==> src/rtl/mul_ctrl.sv <==
// mul_ctrl: multi-cycle sequencer for a combinational 32x32 signed multiplier.
//
// The block accepts a multiply request, registers the operands onto the
// multiplier inputs and holds them for MUL_LATENCY cycles. It then captures
// the 64-bit product into HI/LO and pulses done for one cycle. The multiplier
// can therefore be timed as a multicycle path.
//
// Parameters:
//   MUL_LATENCY  cycles the operands are held before sampling (1..15)
//
// Optional feature macro:
//   MUL_ABORT_EN  adds the abort input, which cancels an in-flight multiply
//
// Ports:
//   clk, rst_n       clock, asynchronous active-low reset
//   start            request, sampled only while ready=1
//   a_in, b_in       signed operands
//   abort            cancel in-flight multiply (only with MUL_ABORT_EN)
//   ready            IDLE or DONE: a start is accepted this cycle
//   busy             WAIT: operands are being held
//   done             one-cycle completion pulse
//   mul_a, mul_b     registered operands to the multiplier
//   mul_z            product from the multiplier
//   hi_out, lo_out   registered product halves
module mul_ctrl #(
    parameter int MUL_LATENCY = 2
) (
    input  logic        clk,
    input  logic        rst_n,
    input  logic        start,
    input  logic [31:0] a_in,
    input  logic [31:0] b_in,
`ifdef MUL_ABORT_EN
    input  logic        abort,
`endif
    output logic        ready,
    output logic        busy,
    output logic        done,
    output logic [31:0] mul_a,
    output logic [31:0] mul_b,
    input  logic [63:0] mul_z,
    output logic [31:0] hi_out,
    output logic [31:0] lo_out
);

    // One-hot encoding keeps the status outputs a plain decode of flops.
    typedef enum logic [2:0] {
        IDLE = 3'b001,
        WAIT = 3'b010,
        DONE = 3'b100
    } state_t;

    state_t      state_q, state_d;
    logic [3:0]  cnt_q, cnt_d;
    logic [31:0] mul_a_q, mul_a_d;
    logic [31:0] mul_b_q, mul_b_d;
    logic [31:0] hi_q, hi_d;
    logic [31:0] lo_q, lo_d;
    logic        cancel;

`ifdef MUL_ABORT_EN
    assign cancel = abort;
`else
    assign cancel = 1'b0;
`endif

    // Next-state logic. A request is taken from IDLE or DONE. Accepting it
    // from DONE gives back-to-back operation. A zero operand makes the product
    // known without the multiplier, so WAIT is skipped.
    always_comb begin
        state_d = state_q;
        cnt_d   = cnt_q;
        mul_a_d = mul_a_q;
        mul_b_d = mul_b_q;
        hi_d    = hi_q;
        lo_d    = lo_q;
        case (state_q)
            IDLE, DONE: begin
                if (start) begin
                    mul_a_d = a_in;
                    mul_b_d = b_in;
                    if (a_in == 32'd0 || b_in == 32'd0) begin
                        hi_d    = 32'd0;
                        lo_d    = 32'd0;
                        state_d = DONE;
                    end else begin
                        cnt_d   = 4'(MUL_LATENCY - 1);
                        state_d = WAIT;
                    end
                end else begin
                    state_d = IDLE;
                end
            end
            WAIT: begin
                // Abort wins over counter expiry. HI/LO keep the old result.
                if (cancel) begin
                    state_d = IDLE;
                end else if (cnt_q == 4'd0) begin
                    hi_d    = mul_z[63:32];
                    lo_d    = mul_z[31:0];
                    state_d = DONE;
                end else begin
                    cnt_d = cnt_q - 4'd1;
                end
            end
            default: state_d = IDLE;
        endcase
    end

    // State and datapath registers.
    always_ff @(posedge clk or negedge rst_n) begin
        if (!rst_n) begin
            state_q <= IDLE;
            cnt_q   <= 4'd0;
            mul_a_q <= 32'd0;
            mul_b_q <= 32'd0;
            hi_q    <= 32'd0;
            lo_q    <= 32'd0;
        end else begin
            state_q <= state_d;
            cnt_q   <= cnt_d;
            mul_a_q <= mul_a_d;
            mul_b_q <= mul_b_d;
            hi_q    <= hi_d;
            lo_q    <= lo_d;
        end
    end

    assign ready  = state_q[0] | state_q[2];
    assign busy   = state_q[1];
    assign done   = state_q[2];
    assign mul_a  = mul_a_q;
    assign mul_b  = mul_b_q;
    assign hi_out = hi_q;
    assign lo_out = lo_q;

endmodule

==> config.mk <==
export PLATFORM = sky130hd
export DESIGN_NAME = mul_ctrl
export DESIGN_NICKNAME = d
export VERILOG_FILES = /design/src/rtl/mul_ctrl.sv
export SDC_FILE = /design/constraint.sdc
export NUM_CORES = 1
export LEC_CHECK = 0
export CORE_MARGIN = 1
export CORE_UTILIZATION = 40
export CTS_CLUSTER_SIZE = 28
export DETAILED_ROUTE_END_ITERATION = 8
export GPL_TIMING_DRIVEN = 0
export PLACE_DENSITY = 0.78
export SYNTH_ARGS = -nofsm -noshare
export SYNTH_HDL_FRONTEND = slang
export SYNTH_SLANG_ARGS = --single-unit
==> constraint.sdc <==
create_clock -name clk -period 2.2 [get_ports clk]
set_clock_uncertainty 0.15 [all_clocks]
set_input_delay 0.22 -clock clk [delete_from_list [all_inputs] [get_ports clk]]
set_output_delay 0.22 -clock clk [all_outputs]
set_load 0.01 [all_outputs]
==> results of run 1 <==
==> path summary, 6_finish.rpt <==
path / endpoint / slack (ns)
setup / recovery: mul_a[30]$_DFFE_PN0P_ / 0.16
hold / removal: lo_out[4]$_DFFE_PN0P_ / 0.21
setup reg to reg: mul_a[30]$_DFFE_PN0P_ / 0.16
hold reg to reg: mul_a[27]$_DFFE_PN0P_ / 0.32
max in group asynchronous: state_q[0]$_DFFE_PN1N_ / 0.89
min in group asynchronous: mul_b[9]$_DFFE_PN0P_ / 0.23
==> state kept, by name (all words and copies together) (netlist names) <==
signal and flops:
state_q 3, hi_out 32, cnt_q 4, lo_out 32, mul_b 32, mul_a 32
==> power by group through the flow <==
stage               logic (mW)  registers (mW)  clock network (mW)
finish                    5.85            4.36                2.93
global route              6.38            4.50                3.11
CTS                       5.91            4.37                2.99
detailed placement        5.88            4.38                   0
global placement          5.78            4.35                   0
floorplan                 2.04            4.90                   0
==> cells by family after synthesis <==
kind of cell	share of synthesized area [%]
buf+inv	5.08
flops	59.9
xor+xnor	0.155
simple gates	26.6
compound gates	7.62
mux	0.199
fa+ha+maj	0.443
==> synthesized netlist by cell type, types with 2 or more instances <==
cell,instances,share of area (%)
clkbuf_1,14,0.93
a21oi_2,10,1.6
nand4_1,4,0.44
dfrtp_1,134,59
and2_1,2,0.22
ha_1,2,0.44
buf_4,12,1.6
buf_6,7,1.4
nor4_1,16,1.8
nor2b_1,2,0.22
nand2_1,261,17
a21oi_1,56,5.0
o22ai_1,3,0.33
nand3_1,65,5.8
buf_2,10,0.89
inv_1,4,0.27
==> worst max-delay path: stages, from the launching register on <==
cell and delay [ns]:
dfstp_2 0.57, xor2_1 0.09, nand2_1 0.11, clkbuf_1 0.41, clkbuf_1 0.44, nand2_1 0.12, nand2_1 0.09
==> layer usage <==
metal	wire length (um)	vias up
met5	0	-
met4	507	0
met3	1110	35
met2	8450	188
met1	6980	2533
li1	-	2589
==> metrics by stage <==
stage | cell area, um^2 | std cells | TNS, ns | hold WS, ns | total power, mW
2_1_floorplan | 5650 | 615 | 0 | -0.226 | 6.94
3_3_place_gp | 8480 | 1056 | -646.83 | 0.307 | 10.1
3_5_place_dp | 8510 | 1057 | -13.05 | 0.109 | 10.3
4_1_cts | 9140 | 1090 | 0 | 0.195 | 13.3
5_1_grt | 9140 | 1090 | 0 | 0.204 | 14.0
6_report | 9140 | 1090 | 0 | 0.213 | 13.1
==> final cells by class <==
class / count / area [um^2] / share of cell area (%)
buffer: 43 / 273 / 2.98
clock buffer: 20 / 467 / 5.11
clock inverter: 12 / 149 / 1.63
inverter: 4 / 15.0 / 0.164
multi-input combinational: 433 / 1980 / 21.7
sequential: 135 / 3380 / 37.0
tap: 180 / 225 / 2.46
timing repair buffer: 263 / 2650 / 29.0
==> timing repair <==
item / CTS / global route
hold buffers: 1 / 0
resized for setup: 0 / 2
hold endpoints to repair: 64 / 0
endpoints found under the setup margin: 0 / 10
==> metrics.txt, run 1 <==
outcome completed; met3 Track Usage GR 7.03%; global routing's busiest layer met2; first-pass GRT wire length 26900 um; flops & latches, synth 135; CTS H-tree lvls 4; Leakage 4.12 nW; Synth Warn # 0; vias in the first global route 5349; Detailed Route Iter0 Violations 268; Main synth FF type dfrtp_1; Initial Utilization 40.8%; HP Class in2reg; final setup vio count 0; GPL Wtd Cong 0.852; Seq pwr share 33.2%; Max-Cap Viols 0; final slew viol count 0; crit-path max FO 10; M2 GR Usage 40.5%; vias per inst 4.90; IO Count 262; commonest cells after routing, fill and taps aside 261 x nand2_1, 260 x clkdlybuf4s50_1, 134 x dfrtp_1; Arr. time, crit path 2.24 ns; EDFF count, synth 0; clk_lat worst skew 0.41 ns; Synth Net Count 748; clock power share 22.3%; Clock Path Buffers 2; switching part of the total power 34.0%; hold_sp mul_z[4]; RSZ-0062 raised after global routing no; Placeable Area 13800 um^2; Critical R2R Launch state_q[0]$_DFFE_PN1N_; HPWL after DPL 12500 um; Post-synth ARST share 100%; CTS tree done; total grt overflow 0; unique cell type count in the Yosys netlist 29; Num CTS Buffers 17; DR pass1 iterations 5; post-synthesis sequential area ratio 59.9%; crit path launch state_q[0]$_DFFE_PN1N_; Diodes inserted 0; Syn Std Cell Area 5650 um^2; initial antenna violation count 0; FILL cells 1135; cells after synthesis 615; largest net degree at the start of global routing 72; Combinational Power Share 44.5%; Switch Pwr 4.48 mW; measured slew at the worst slew-check pin 0.602 ns; GRT met1 Usage 28.3%; Final Cycle Share 92.9%; maximum VDD drop 0.000718 V; Final min period 2.04 ns; Root Buffer clkbuf_16; utilization after layout 66.1%; Residual DRC 0; Area growth, synth to finish 61.9%; clk sink count 135; total die area 14600 um^2; num rows 43; Internal 8.67 mW; Post-Place Worst Slack -0.234 ns; global-route usage over all layers 24.1%; Final Hold Viols 0; IO Port Bufs 261; r2r worst-path depth 6; clock slew at reported path FFs 0.06 ns; pwr/cell area 1440 nW/um^2; share of cells above drive strength 1 8.79%; average cell area after synthesis 9.18 um^2; Crit path required time 2.40 ns; post-route ant nets 0; Peak Freq 489 MHz; CP Class reg2reg; postcts setup bufs 0; layout net count 1030; final worst setup slack 0.156 ns; WL per Instance 15.6 um; Total Routed Length 17000 um; Die Ht 121 um; Vias 5345; Rel. slew slack 59.9%; most common cell after layout, fill and taps aside nand2_1; Worst Setup End Kind flip-flop; Startpoint Class flip-flop; Die Wd 121 um; hold path cells 3
No activity file was read; power rests on OpenSTA's default activity.
==> run 2, diff against run 1 <==
Clock period 2.2 ns to 2.1 ns, I/O delays scaled along.
==> metrics.txt, run 2 (synthesized netlist as in run 1, its figures left out) <==
met3 Track Usage GR 7.03%; final slew viol count 0; Initial Utilization 40.8%; final worst setup slack 0.0820 ns; IO Port Bufs 261; Final min period 2.02 ns; Area growth, synth to finish 62.2%; share of cells above drive strength 1 9.21%; pwr/cell area 1510 nW/um^2; measured slew at the worst slew-check pin 0.606 ns; Post-Layout Inst Area 9160 um^2; Post-Place Worst Slack -0.324 ns; CP Class in2reg; crit path launch b_in[6]; GRT met1 Usage 28.3%; multi-input logic area 1980 um^2; Reg2Reg Setup Slack 0.17 ns; Max stage delay cell, worst path nor4_1; Peak Freq 496 MHz; GPL Wtd Cong 0.852; vias per inst 4.90; commonest cells after routing, fill and taps aside 261 x nand2_1, 260 x clkdlybuf4s50_1, 134 x dfrtp_1; Startpoint Class input pin; largest net degree at the start of global routing 72; Critical R2R Capture hi_out[19]$_DFFE_PN0P_; Die Ht 121 um; total grt overflow 0; Detailed Route Iter0 Violations 270; most common cell after layout, fill and taps aside nand2_1; Die Wd 121 um; hold_sp mul_z[47]; Max-Cap Viols 0; r2r worst-path depth 5; Final Cycle Share 96.1%; Critical Path Sink hi_out[21]$_DFFE_PN0P_; CP cell instances clkdlybuf4s50_1 > nor4_1 > nand4_1 > o22ai_2 > and2_1 > buf_6 > buf_6 > a21oi_2; Leakage 4.14 nW; Register Area 3380 um^2; placed cell area 8510 um^2; M2 GR Usage 40.5%; Final Hold Viols 0; IO Count 262; Root Buffer clkbuf_16; RSZ-0062 raised after global routing no; outcome completed; Stages on worst setup path 8; Clock Path Buffers 2; global routing's busiest layer met2; Diodes inserted 0; first-pass GRT wire length 26900 um; worst hold slack 0.201 ns; Largest stage delay, worst path 0.46 ns; layout net count 1032; Worst Setup End Kind flip-flop; CTS tree done; total die area 14600 um^2; HPWL after DPL 12500 um; WL per Instance 15.6 um; Rel. slew slack 59.6%; Final Total Pwr 13.8 mW; initial antenna violation count 0; Num CTS Buffers 17; maximum VDD drop 0.000752 V; HP Class in2reg; CTS H-tree lvls 4; Crit path required time 2.25 ns; Vias 5346; CP dominant cell by count buf_6; clk sink count 135; clk_lat worst skew 0.41 ns; num rows 43; post-route ant nets 0; Arr. time, crit path 2.17 ns; Worst Path Buf+Inv 3; vias in the first global route 5349; final setup vio count 0; Residual DRC 0; Critical R2R Launch state_q[2]$_DFFE_PN0N_; FILL cells 1131; crit-path max FO 10; Total Routed Length 17000 um; global-route usage over all layers 24.1%; clock slew at reported path FFs 0.06 ns; DR pass1 iterations 5; Placeable Area 13800 um^2; top cell family by delay on the critical path simple AND/OR/NAND/NOR gates
==> run 2: changes by cell type in the layout (fill, tap and decap cells not counted), sizes merged <==
cell	delta
buf	+2
==> run 2: metal layers <==
metal | wire, um | share of wire [%]
met3 | 1170 | 6.9
met2 | 8460 | 50
met1 | 6910 | 41
met4 | 508 | 3.0
met5 | 0 | 0
==> run 2: timing repair <==
action                                  4_1_cts  5_1_grt
resized for setup                             0        6
setup buffers                                 0        2
endpoints found under the setup margin        0       48
endpoints found under the hold margin        64        0
hold buffers                                  1        0
==> run 2: tightest hold or removal path, delay by kind of cell <==
kind	cells	cell delay (ns)
AO/OA/AOI/OAI	1	0.05
buffers and inverters	1	0.40
AND/OR/NAND/NOR	1	0.06
==> run 2: power by group <==
part | switching (mW) | internal [mW] | total (mW)
clock | 1.12 | 1.96 | 3.07
sequential | 0.689 | 3.88 | 4.57
combinational | 2.89 | 3.26 | 6.15
==> run 2: final cells by class <==
cell class / instances / share of cell area (%)
plain buffers: 43 / 3.01
clock buffers: 20 / 5.10
clock inverters: 12 / 1.63
inverters: 4 / 0.164
multi-input cells: 433 / 21.6
flip-flops and latches: 135 / 36.9
well taps: 180 / 2.46
repair buffers: 265 / 29.1
==> run 2: worst min path at each step <==
stage	to	slack, ns	cells after the start
final	hi_out[15]$_DFFE_PN0P_	0.20	3
after global routing	lo_out[17]$_DFFE_PN0P_	0.19	3
after CTS	hi_out[31]$_DFFE_PN0P_	0.18	3
after detailed placement	mul_b[17]$_DFFE_PN0P_	0.1	1
after global placement	mul_a[5]$_DFFE_PN0P_	0.31	2
after floorplan	cnt_q[0]$_DFFE_PN0P_	-0.24	0
==> run 2: through the flow <==
step           cells  utilization [%]  setup TNS, ns
6_report        1092             66.2              0
5_1_grt         1092             66.2              0
4_1_cts         1090             66.1              0
3_5_place_dp    1057             61.6         -19.11
3_3_place_gp    1056             61.4        -664.93
2_1_floorplan    615                -              0
